--- src/rtl/fc_argmax_classifier.sv ---
// Argmax stage after the last FC layer: captures class scores and biases, adds them
// with saturation, scans one class per cycle and hands the winner over valid/ack.
module fc_argmax_classifier #(
  parameter int DATA_WIDTH  = 32,
  parameter int NUM_CLASSES = 10,
  parameter int IDX_WIDTH   = $clog2(NUM_CLASSES)
) (
  input  logic                              clk,
  input  logic                              reset,
  input  logic                              fc_valid,
  input  logic [NUM_CLASSES*DATA_WIDTH-1:0] fc_data,
  input  logic [NUM_CLASSES*DATA_WIDTH-1:0] fc_bias,
  output logic                              end_to_previous,
  output logic                              busy,
  output logic                              result_valid,
  input  logic                              result_ack,
  output logic [IDX_WIDTH-1:0]              class_index,
  output logic [DATA_WIDTH-1:0]             class_score
);

  typedef enum logic [1:0] {
    S_IDLE = 2'd0,
    S_SCAN = 2'd1,
    S_DONE = 2'd2
  } state_t;

  localparam logic [IDX_WIDTH-1:0]  LAST_IDX = IDX_WIDTH'(NUM_CLASSES - 1);
  localparam logic [DATA_WIDTH-1:0] SAT_MAX  = {1'b0, {(DATA_WIDTH-1){1'b1}}};
  localparam logic [DATA_WIDTH-1:0] SAT_MIN  = {1'b1, {(DATA_WIDTH-1){1'b0}}};

  state_t                state_q, state_d;
  logic [IDX_WIDTH-1:0]  cnt_q, cnt_d;
  logic [IDX_WIDTH-1:0]  best_idx_q, best_idx_d;
  logic [DATA_WIDTH-1:0] best_score_q, best_score_d;
  logic [DATA_WIDTH-1:0] data_q [NUM_CLASSES];
  logic [DATA_WIDTH-1:0] bias_q [NUM_CLASSES];

  logic                  capture;
  logic [DATA_WIDTH-1:0] cur_data;
  logic [DATA_WIDTH-1:0] cur_bias;
  logic [DATA_WIDTH:0]   sum_wide;
  logic [DATA_WIDTH-1:0] score;

  // Capture registers only load in IDLE, so upstream is free once end_to_previous pulses.
  genvar gi;
  generate
    for (gi = 0; gi < NUM_CLASSES; gi++) begin : g_capture
      always_ff @(posedge clk or negedge reset) begin
        if (!reset) begin
          data_q[gi] <= '0;
          bias_q[gi] <= '0;
        end else if (capture) begin
          data_q[gi] <= fc_data[gi*DATA_WIDTH +: DATA_WIDTH];
          bias_q[gi] <= fc_bias[gi*DATA_WIDTH +: DATA_WIDTH];
        end
      end
    end
  endgenerate

  // One shared saturating adder, muxed by the scan counter.
  always_comb begin
    cur_data = data_q[cnt_q];
    cur_bias = bias_q[cnt_q];
    sum_wide = {cur_data[DATA_WIDTH-1], cur_data} + {cur_bias[DATA_WIDTH-1], cur_bias};
    if (sum_wide[DATA_WIDTH] != sum_wide[DATA_WIDTH-1]) begin
      score = sum_wide[DATA_WIDTH] ? SAT_MIN : SAT_MAX;
    end else begin
      score = sum_wide[DATA_WIDTH-1:0];
    end
  end

  always_ff @(posedge clk or negedge reset) begin
    if (!reset) begin
      state_q      <= S_IDLE;
      cnt_q        <= '0;
      best_idx_q   <= '0;
      best_score_q <= '0;
    end else begin
      state_q      <= state_d;
      cnt_q        <= cnt_d;
      best_idx_q   <= best_idx_d;
      best_score_q <= best_score_d;
    end
  end

  always_comb begin
    state_d      = state_q;
    cnt_d        = cnt_q;
    best_idx_d   = best_idx_q;
    best_score_d = best_score_q;
    capture      = 1'b0;
    case (state_q)
      S_IDLE: begin
        // Gated by reset so the pulse stays low while reset is held.
        if (fc_valid && reset) begin
          capture = 1'b1;
          cnt_d   = '0;
          state_d = S_SCAN;
        end
      end
      S_SCAN: begin
        // Strict compare: ties keep the earlier (lower) class index.
        if ((cnt_q == '0) || ($signed(score) > $signed(best_score_q))) begin
          best_score_d = score;
          best_idx_d   = cnt_q;
        end
        if (cnt_q == LAST_IDX) begin
          state_d = S_DONE;
        end else begin
          cnt_d = cnt_q + 1'b1;
        end
      end
      S_DONE: begin
        if (result_ack) begin
          state_d = S_IDLE;
        end
      end
      default: begin
        state_d = S_IDLE;
      end
    endcase
  end

  always_comb begin
    end_to_previous = capture;
    busy            = (state_q != S_IDLE);
    result_valid    = (state_q == S_DONE);
    class_index     = (state_q == S_DONE) ? best_idx_q   : '0;
    class_score     = (state_q == S_DONE) ? best_score_q : '0;
  end

endmodule

--- config.mk ---
export PLATFORM = sky130hd
export DESIGN_NAME = fc_argmax_classifier
export DESIGN_NICKNAME = d
export VERILOG_FILES = /design/src/rtl/fc_argmax_classifier.sv
export SDC_FILE = /design/constraint.sdc
export NUM_CORES = 2
export LEC_CHECK = 0
export CAP_MARGIN = 10
export CORE_MARGIN = 2
export CORE_UTILIZATION = 47
export CTS_CLUSTER_SIZE = 30
export DETAILED_ROUTE_END_ITERATION = 10
export PLACE_DENSITY_LB_ADDON = 0.08
export SYNTH_ARGS = -nofsm -noshare
export SYNTH_HDL_FRONTEND = slang
export SYNTH_SLANG_ARGS = --single-unit
--- constraint.sdc ---
create_clock -name clk -period 6.5 [get_ports clk]
set_input_delay 0.65 -clock clk [delete_from_list [all_inputs] [get_ports clk]]
set_output_delay 0.65 -clock clk [all_outputs]
set_load 0.1 [all_outputs]
# [Word-level counts from Yosys, hierarchy flattened]
# Index checks and enable logic that the tools add are counted.
[op_classes] n_bitwise=1 n_reduce_logical=9 eq_ne=8 shift=0 muxes=19 div_mod_pow=0 add_sub_neg=2 n_mul=0 order_cmp=2
[ops] cell="32-bit binary-select mux with 4-bit select" n=2
[ops] cell="32-bit 2-to-1 mux" n=7
[ops] cell="32-bit by 32-bit adder with 33-bit output" n=1
[ops] cell="32-bit > comparator" n=1
[ops] cell="4-bit 2-to-1 mux" n=3
[ops] cell="4-bit case mux with 2 select lines" n=1
[ops] cell="2-bit 2-to-1 mux" n=3
[ops] cell="2-bit inequality test, second input constant" n=3
[ops] cell="2-bit case mux with 3 select lines" n=1
[ops] cell="3-bit AND reduction" n=2
[ops] cell="5-bit greater-or-equal comparator, second input constant" n=1
[ops] cell="4-bit inverter with 5-bit output" n=1
[ops] cell="4-bit by 1-bit adder with 4-bit output, second input constant" n=1
[ops] cell="4-bit equality test, second input constant" n=1
[ops] cell="4-bit zero test" n=1
[ops] cell="2-bit nonzero test" n=2
[ops] cell="2-bit by 1-bit equality test with 1-bit output, second input constant" n=1
[ops] cell="2-bit equality test, second input constant" n=1
[ops] cell="2-bit zero test" n=1
[ops] cell="1-bit 2-to-1 mux" n=2
[ops] cell="2-bit by 1-bit inequality test with 1-bit output, second input constant" n=1
[ops] cell="2-bit AND reduction" n=1
[ops] cell="1-bit logical AND" n=1
[ops] cell="1-bit logical OR" n=1
[ops] cell="1-bit inequality test" n=1
[totals] ram_bits=0 memories=0 romBits=0 word_cells=65 inputBits=644 ff_bits=682 latchBits=0 out_inout_bits=39

# [Longest topological paths before layout]
[depth] depth_word=10 mapped_depth=30 depth_no_buf=25

# [Least setup slack after synthesis]
# Ideal clock, no wire load.
[synth_timing] path_type="register -> register" from="register cnt_q[0]" to="register best_idx_q[0]" n_path_buf=5 path_stages_with_launch=29 slack_ps=-213 arrival_ps=6589 setup_ps=125 synth_period_minus_slack_ps=6713 t_required_ps=6375 path_cell_list="dfrtp_1 clkbuf_1 buf_2 buf_1 mux4_2 nand2_1 a21oi_1 ha_1 inv_1 fa_1 nand2b_1 a21o_1 a31o_1 o21ai_1 a41o_1 nor2_2 mux2_4 buf_6 a21oi_2 ha_1 a21oi_1 nor2b_1 o21ai_0 o21ai_0 or4_1 a41o_1 nor2_2 buf_2 mux2_2"
[synth_via] elab_chain_len=10 elab_cells_between_ends=15 cone_classes="1 x add/sub; 1 x order compare; 1 x eq/ne; 8 x mux; 1 x bitwise; 3 x reduce/logical"
[synth_lines] item="from (decl)" line="32" source="logic [IDX_WIDTH-1:0] cnt_q, cnt_d;"
[synth_lines] item="from (signal assigned)" line="80" source="cnt_q <= cnt_d;"
[synth_lines] item="4-bit inverter with 5-bit output (implied by the code) *" line="62, 63"
[synth_lines] item="32-bit binary-select mux with 4-bit select, on equally long branches" line="62, 63"
[synth_lines] item="32-bit 2-to-1 mux, on equally long branches (2 in a row)" line="62, 63"
[synth_lines] item="32-bit by 32-bit adder with 33-bit output *" line="64" source="sum_wide = {cur_data[DATA_WIDTH-1], cur_data} + {cur_bias[DATA_WIDTH-1], cur_bias};"
[synth_lines] item="32-bit 2-to-1 mux or 1-bit inequality test (tied branches)" line="66, 65"
[synth_lines] item="32-bit 2-to-1 mux *" line="65" source="if (sum_wide[DATA_WIDTH] != sum_wide[DATA_WIDTH-1]) begin"
[synth_lines] item="named net score[29]" line="42" source="logic [DATA_WIDTH-1:0] score;"
[synth_lines] item="32-bit > comparator *" line="103" source="if ((cnt_q == '0) || ($signed(score) > $signed(best_score_q))) begin"
[synth_lines] item="1-bit logical OR *" line="103"
[synth_lines] item="2-bit AND reduction (no source line) *"
[synth_lines] item="to (signal assigned)" line="81" source="best_idx_q <= best_idx_d;"
[synth_lines] item="to (decl)" line="33" source="logic [IDX_WIDTH-1:0] best_idx_q, best_idx_d;"
# Mark *: on every way through the listed nets, which the timed path passes. The rest lies on a longest branch. The select of a mux whose other input is x is not followed.
# A chain may end at the register's enable or synchronous reset.

# [Worst setup path in the final report]
[layout_timing] from="register cnt_q[0]" to="register best_score_q[31]"
[layout_via] elab_chain_len=10 elab_cells_between_ends=15 cone_classes="1 x add/sub; 1 x order compare; 1 x eq/ne; 8 x mux; 1 x bitwise; 3 x reduce/logical"
[layout_lines] item="4-bit inverter with 5-bit output (implied by the code) *" line="62, 63"
[layout_lines] item="32-bit binary-select mux with 4-bit select, on equally long branches" line="62, 63"
[layout_lines] item="32-bit 2-to-1 mux, on equally long branches (2 in a row)" line="62, 63"
[layout_lines] item="32-bit by 32-bit adder with 33-bit output *" line="64"
[layout_lines] item="32-bit 2-to-1 mux or 1-bit inequality test (tied branches)" line="66, 65"
[layout_lines] item="32-bit 2-to-1 mux *" line="65"
[layout_lines] item="named net score[21]" line="42"
[layout_lines] item="32-bit > comparator *" line="103"
[layout_lines] item="1-bit logical OR *" line="103"
[layout_lines] item="2-bit AND reduction (no source line) *"
[layout_lines] item="to (signal assigned)" line="82" source="best_score_q <= best_score_d;"
[layout_lines] item="to (decl)" line="34" source="logic [DATA_WIDTH-1:0] best_score_q, best_score_d;"
# Marks and branches as above.

==> metrics.md <==
| Metric | Value |
|---|---|
| Outcome | `completed` |
| Compound-cell area share of the yosys netlist | `6.24%` |
| Post-route cell area | `approximately 0.046 sq mm` |
| WL/cell | `roughly 21 microns` |
| Avg Inst Size Synth | `~9.0 sq um` |
| Post-Synth Adder-Cell Area | `about 2.6%` |
| Main combinational cell family by area after synthesis | `simple AND/OR/NAND/NOR gates` |
| Clock transition at path regs | `0.06 ns` |
| H-Tree Depth | `3` |
| Register-to-register setup slack | `~0.077 ns` |
| Area contributors post-synth | `dfrtp_1 (51%), nand2_1 (23%), mux4_2 (8.4%)` |
| Starting DRT DRC Count | `around 2,700` |
| # nets final | `~5,200` |
| WP data arrival | `6.91 ns` |
| Final Hold Viols | `0` |
| Area post-placement | `0.0427 sq mm` |
| Setup crit end kind | `flip-flop` |
| Predominant post-synthesis flop cell | `dfrtp_1` |
| Worst-path fanout max | `6` |
| Vias | `slightly below 30,000` |
| Port Buf Inserts | `682` |
| Mapped Cells | `3,749` |
| Synth top area share | `a little over 50%` |
| CTS buffer count | `75` |
| Post-synth EDFFs | `0` |
| Most frequent cells in the layout | `nand2_1 (2,019), clkdlybuf4s50_1 (680), dfrtp_1 (679)` |
| M1 WL | `48,400 microns` |
| DR pass1 iterations | `6` |
| Met3 routed WL | `~6500 microns` |
| Vias in the first global route | `between 20,000 and 30,000` |
| Cell taking the most area after synthesis | `dfrtp_1` |
| Final core utilization | `between 60% and 70%` |
| Routability cong. | `approximately 0.94` |
| Maximum clock path buffer count | `3` |
| Post-synthesis sequential area ratio | `between 50% and 60%` |
| Synth Area in XOR/XNOR | `less than 1%` |
| Via-per-instance ratio | `around 5.3` |
| First-pass GRT wire length | `~170,000 microns` |
| Worst Setup Start Kind | `flip-flop` |
| DP Wirelength | `86,000 microns` |
| RSZ-0062 raised after global routing | `true` |
| Yosys warns | `0` |
| Setup Skew | `between 0.02 and 0.025 ns` |
| GRT Util Overall | `31.4%` |
| Initial antenna violation count | `28` |
| Core Rows | `98` |
| Final period util | `a little over nine tenths` |
| Worst skew pair latency | `between 0.6 and 0.7 ns` |
| # clock sinks | `roughly 700` |
| Max-slew violation count | `0` |
| Fmax | `0.156 GHz` |
| Max-cap violations | `0` |
| Synth-to-Final Area Change | `38.0%` |
| Setup violators final | `0` |
| WL final | `roughly 120,000 microns` |
| Core area | `0.0712 sq mm` |
| Die Area | `between 0.07 and 0.08 sq mm` |
| DR top layer | `met5` |
| CP peak stage delay | `approximately 0.53 ns` |
| Hold WC Path Type | `input port to asynchronous set/reset pin` |
| Residual DRC | `0` |
| DRT antenna net count | `0` |
| Net Count, Synth | `between 4,000 and 5,000` |
| Max-Slew Margin vs Limit | `29.5%` |
| Commonest non-fill, non-tap cell in the layout | `nand2_1` |
| Synth Register Bits | `between 600 and 700` |
| Min cycle time layout | `about 6.4 ns` |
| Io pins | `just under 700` |
| Critical Path RT | `roughly 7.0 ns` |
| CTS tree | `done` |
| Post-synth ARST share | `between 90% and 100%` |
| Overflow after GRT | `0` |
| Cell Area, Synth | `around 0.034 sq mm` |
| Layout cells sized above 1 | `around 16%` |
| DIE HEIGHT | `between 200 and 300 microns` |
| Slew @ Worst Pin | `approximately 1.1 ns` |
| Largest net degree at the start of global routing | `180` |
| Die span in x | `between 200 and 300 microns` |
| Clock Tree Root | `clkbuf_16` |
| Distinct cells, synth | `68` |
| Initial Util | `47.2%` |
| Mux cell area share after synthesis | `about an eighth` |
| Wire length on met2 | `slightly below 60,000 microns` |
| Simple-gate portion of the synthesized area | `about a quarter` |
| Worst path slowest cell | `dfrtp_4` |
| WS Path Type | `flip-flop to flip-flop` |
## cells in the mapped netlist (3+ instances only)
| library cell | n |
|---|---|
| nand2_1 | 2022 |
| dfrtp_1 | 682 |
| clkbuf_1 | 196 |
| mux4_2 | 126 |
| a21oi_1 | 113 |
| mux2_2 | 100 |
| ha_1 | 67 |
| a221oi_1 | 62 |
| nor2_1 | 62 |
| inv_1 | 42 |
| o21ai_0 | 24 |
| buf_1 | 23 |
| a21oi_2 | 20 |
| a21o_1 | 18 |
| xnor2_1 | 17 |
| nand3_1 | 14 |
| buf_2 | 12 |
| xor2_1 | 12 |
| nand4_1 | 11 |
| nor2b_1 | 8 |
| o211ai_1 | 8 |
| o21a_1 | 8 |
| o31ai_1 | 7 |
| a211oi_1 | 6 |
| a31oi_1 | 6 |
| and2_1 | 6 |
| nand2b_1 | 6 |
| nor3_1 | 6 |
| and3_1 | 5 |
| mux2i_1 | 5 |
| a22oi_1 | 3 |
| buf_6 | 3 |
| nor2_2 | 3 |
| o21ai_1 | 3 |
| o31a_1 | 3 |
## final timing paths
| kind | from | endpoint | depth (start not counted) |
|---|---|---|---|
| max | cnt_q[0]$_DFFE_PN0P_ | best_score_q[31]$_DFFE_PN0P_ | 28 |
| min | reset | bias_q[237]$_DFFE_PN0P_ | 1 |
| max reg2reg | cnt_q[0]$_DFFE_PN0P_ | best_score_q[31]$_DFFE_PN0P_ | 28 |
| min reg2reg | bias_q[247]$_DFFE_PN0P_ | bias_q[247]$_DFFE_PN0P_ | 2 |
| max in group asynchronous | reset | bias_q[181]$_DFFE_PN0P_ | 3 |
| min in group clk | bias_q[247]$_DFFE_PN0P_ | bias_q[247]$_DFFE_PN0P_ | 2 |
## area by class of cell
class | instances | area (sq um)
diodes | 25 | 62.6
clock buffers | 110 | 2210
clock inverters | 22 | 256
fillers | 5908 | 24800
inverters | 43 | 171
multi-input cells | 2791 | 16200
flip-flops and latches | 682 | 17100
well taps | 950 | 1190
repair buffers | 934 | 9290
## registers in the layout (all words and copies together), names as in the netlist
| register | flops |
|---|---|
| best_score_q | 32 |
| state_q | 2 |
| bias_q | 320 |
| data_q | 320 |
| cnt_q | 4 |
| best_idx_q | 4 |
## cell families (layout without fill, tap and decap cells)
kind of cell    after synthesis  after routing
simple gates               2155           2155
flops                       682            682
compound gates              305            305
buf+inv                     277           1109
mux                         233            234
fa+ha+maj                    68             68
xor+xnor                     29             29
other cells                   0             25
## per-layer routing
| metal | track usage, % | vias up |
|---|---|---|
| met5 | 0 | - |
| met4 | 15.9 | 6 |
| met3 | 5.05 | 238 |
| met2 | 50.7 | 953 |
| met1 | 41.2 | 14500 |
| li1 | - | 13800 |
## repair_timing
action                                  CTS  global route
endpoints found under the setup margin   35            36
cloned                                    0            11
hold buffers                              0             0
setup buffers                             4            32
endpoints found under the hold margin     0             0
resized for setup                         4           140
pin swaps                                 1            57
## metrics by stage
stage / setup slack, ns / cells / setup TNS, ns / hold WS [ns]
global placement: -0.0203 / 5355 / -0.208 / 0.453
global route: -0.171 / 5555 / -4.89 / 0.0292
floorplan: 0.0204 / 3749 / 0 / 0.354
finish: 0.0767 / 5557 / 0 / 0.00911
detailed placement: -0.0856 / 5355 / -2.19 / 0.457
CTS: -0.00186 / 5491 / -0.00186 / 0.0147
## worst max-delay path: cells and delay by family (launching register included)
family	cells	cell delay (ns)
buffers and inverters	7	1.10
muxes	3	1.11
and+or+nand+nor	4	0.68
AOI/OAI and AO/OA	12	2.16
DFF	1	0.53
adders and majority gates	2	0.70
Power is left out: the tool's default activity adds up to more than one toggle a clock period on the data nets, which glitch-free logic cannot reach.
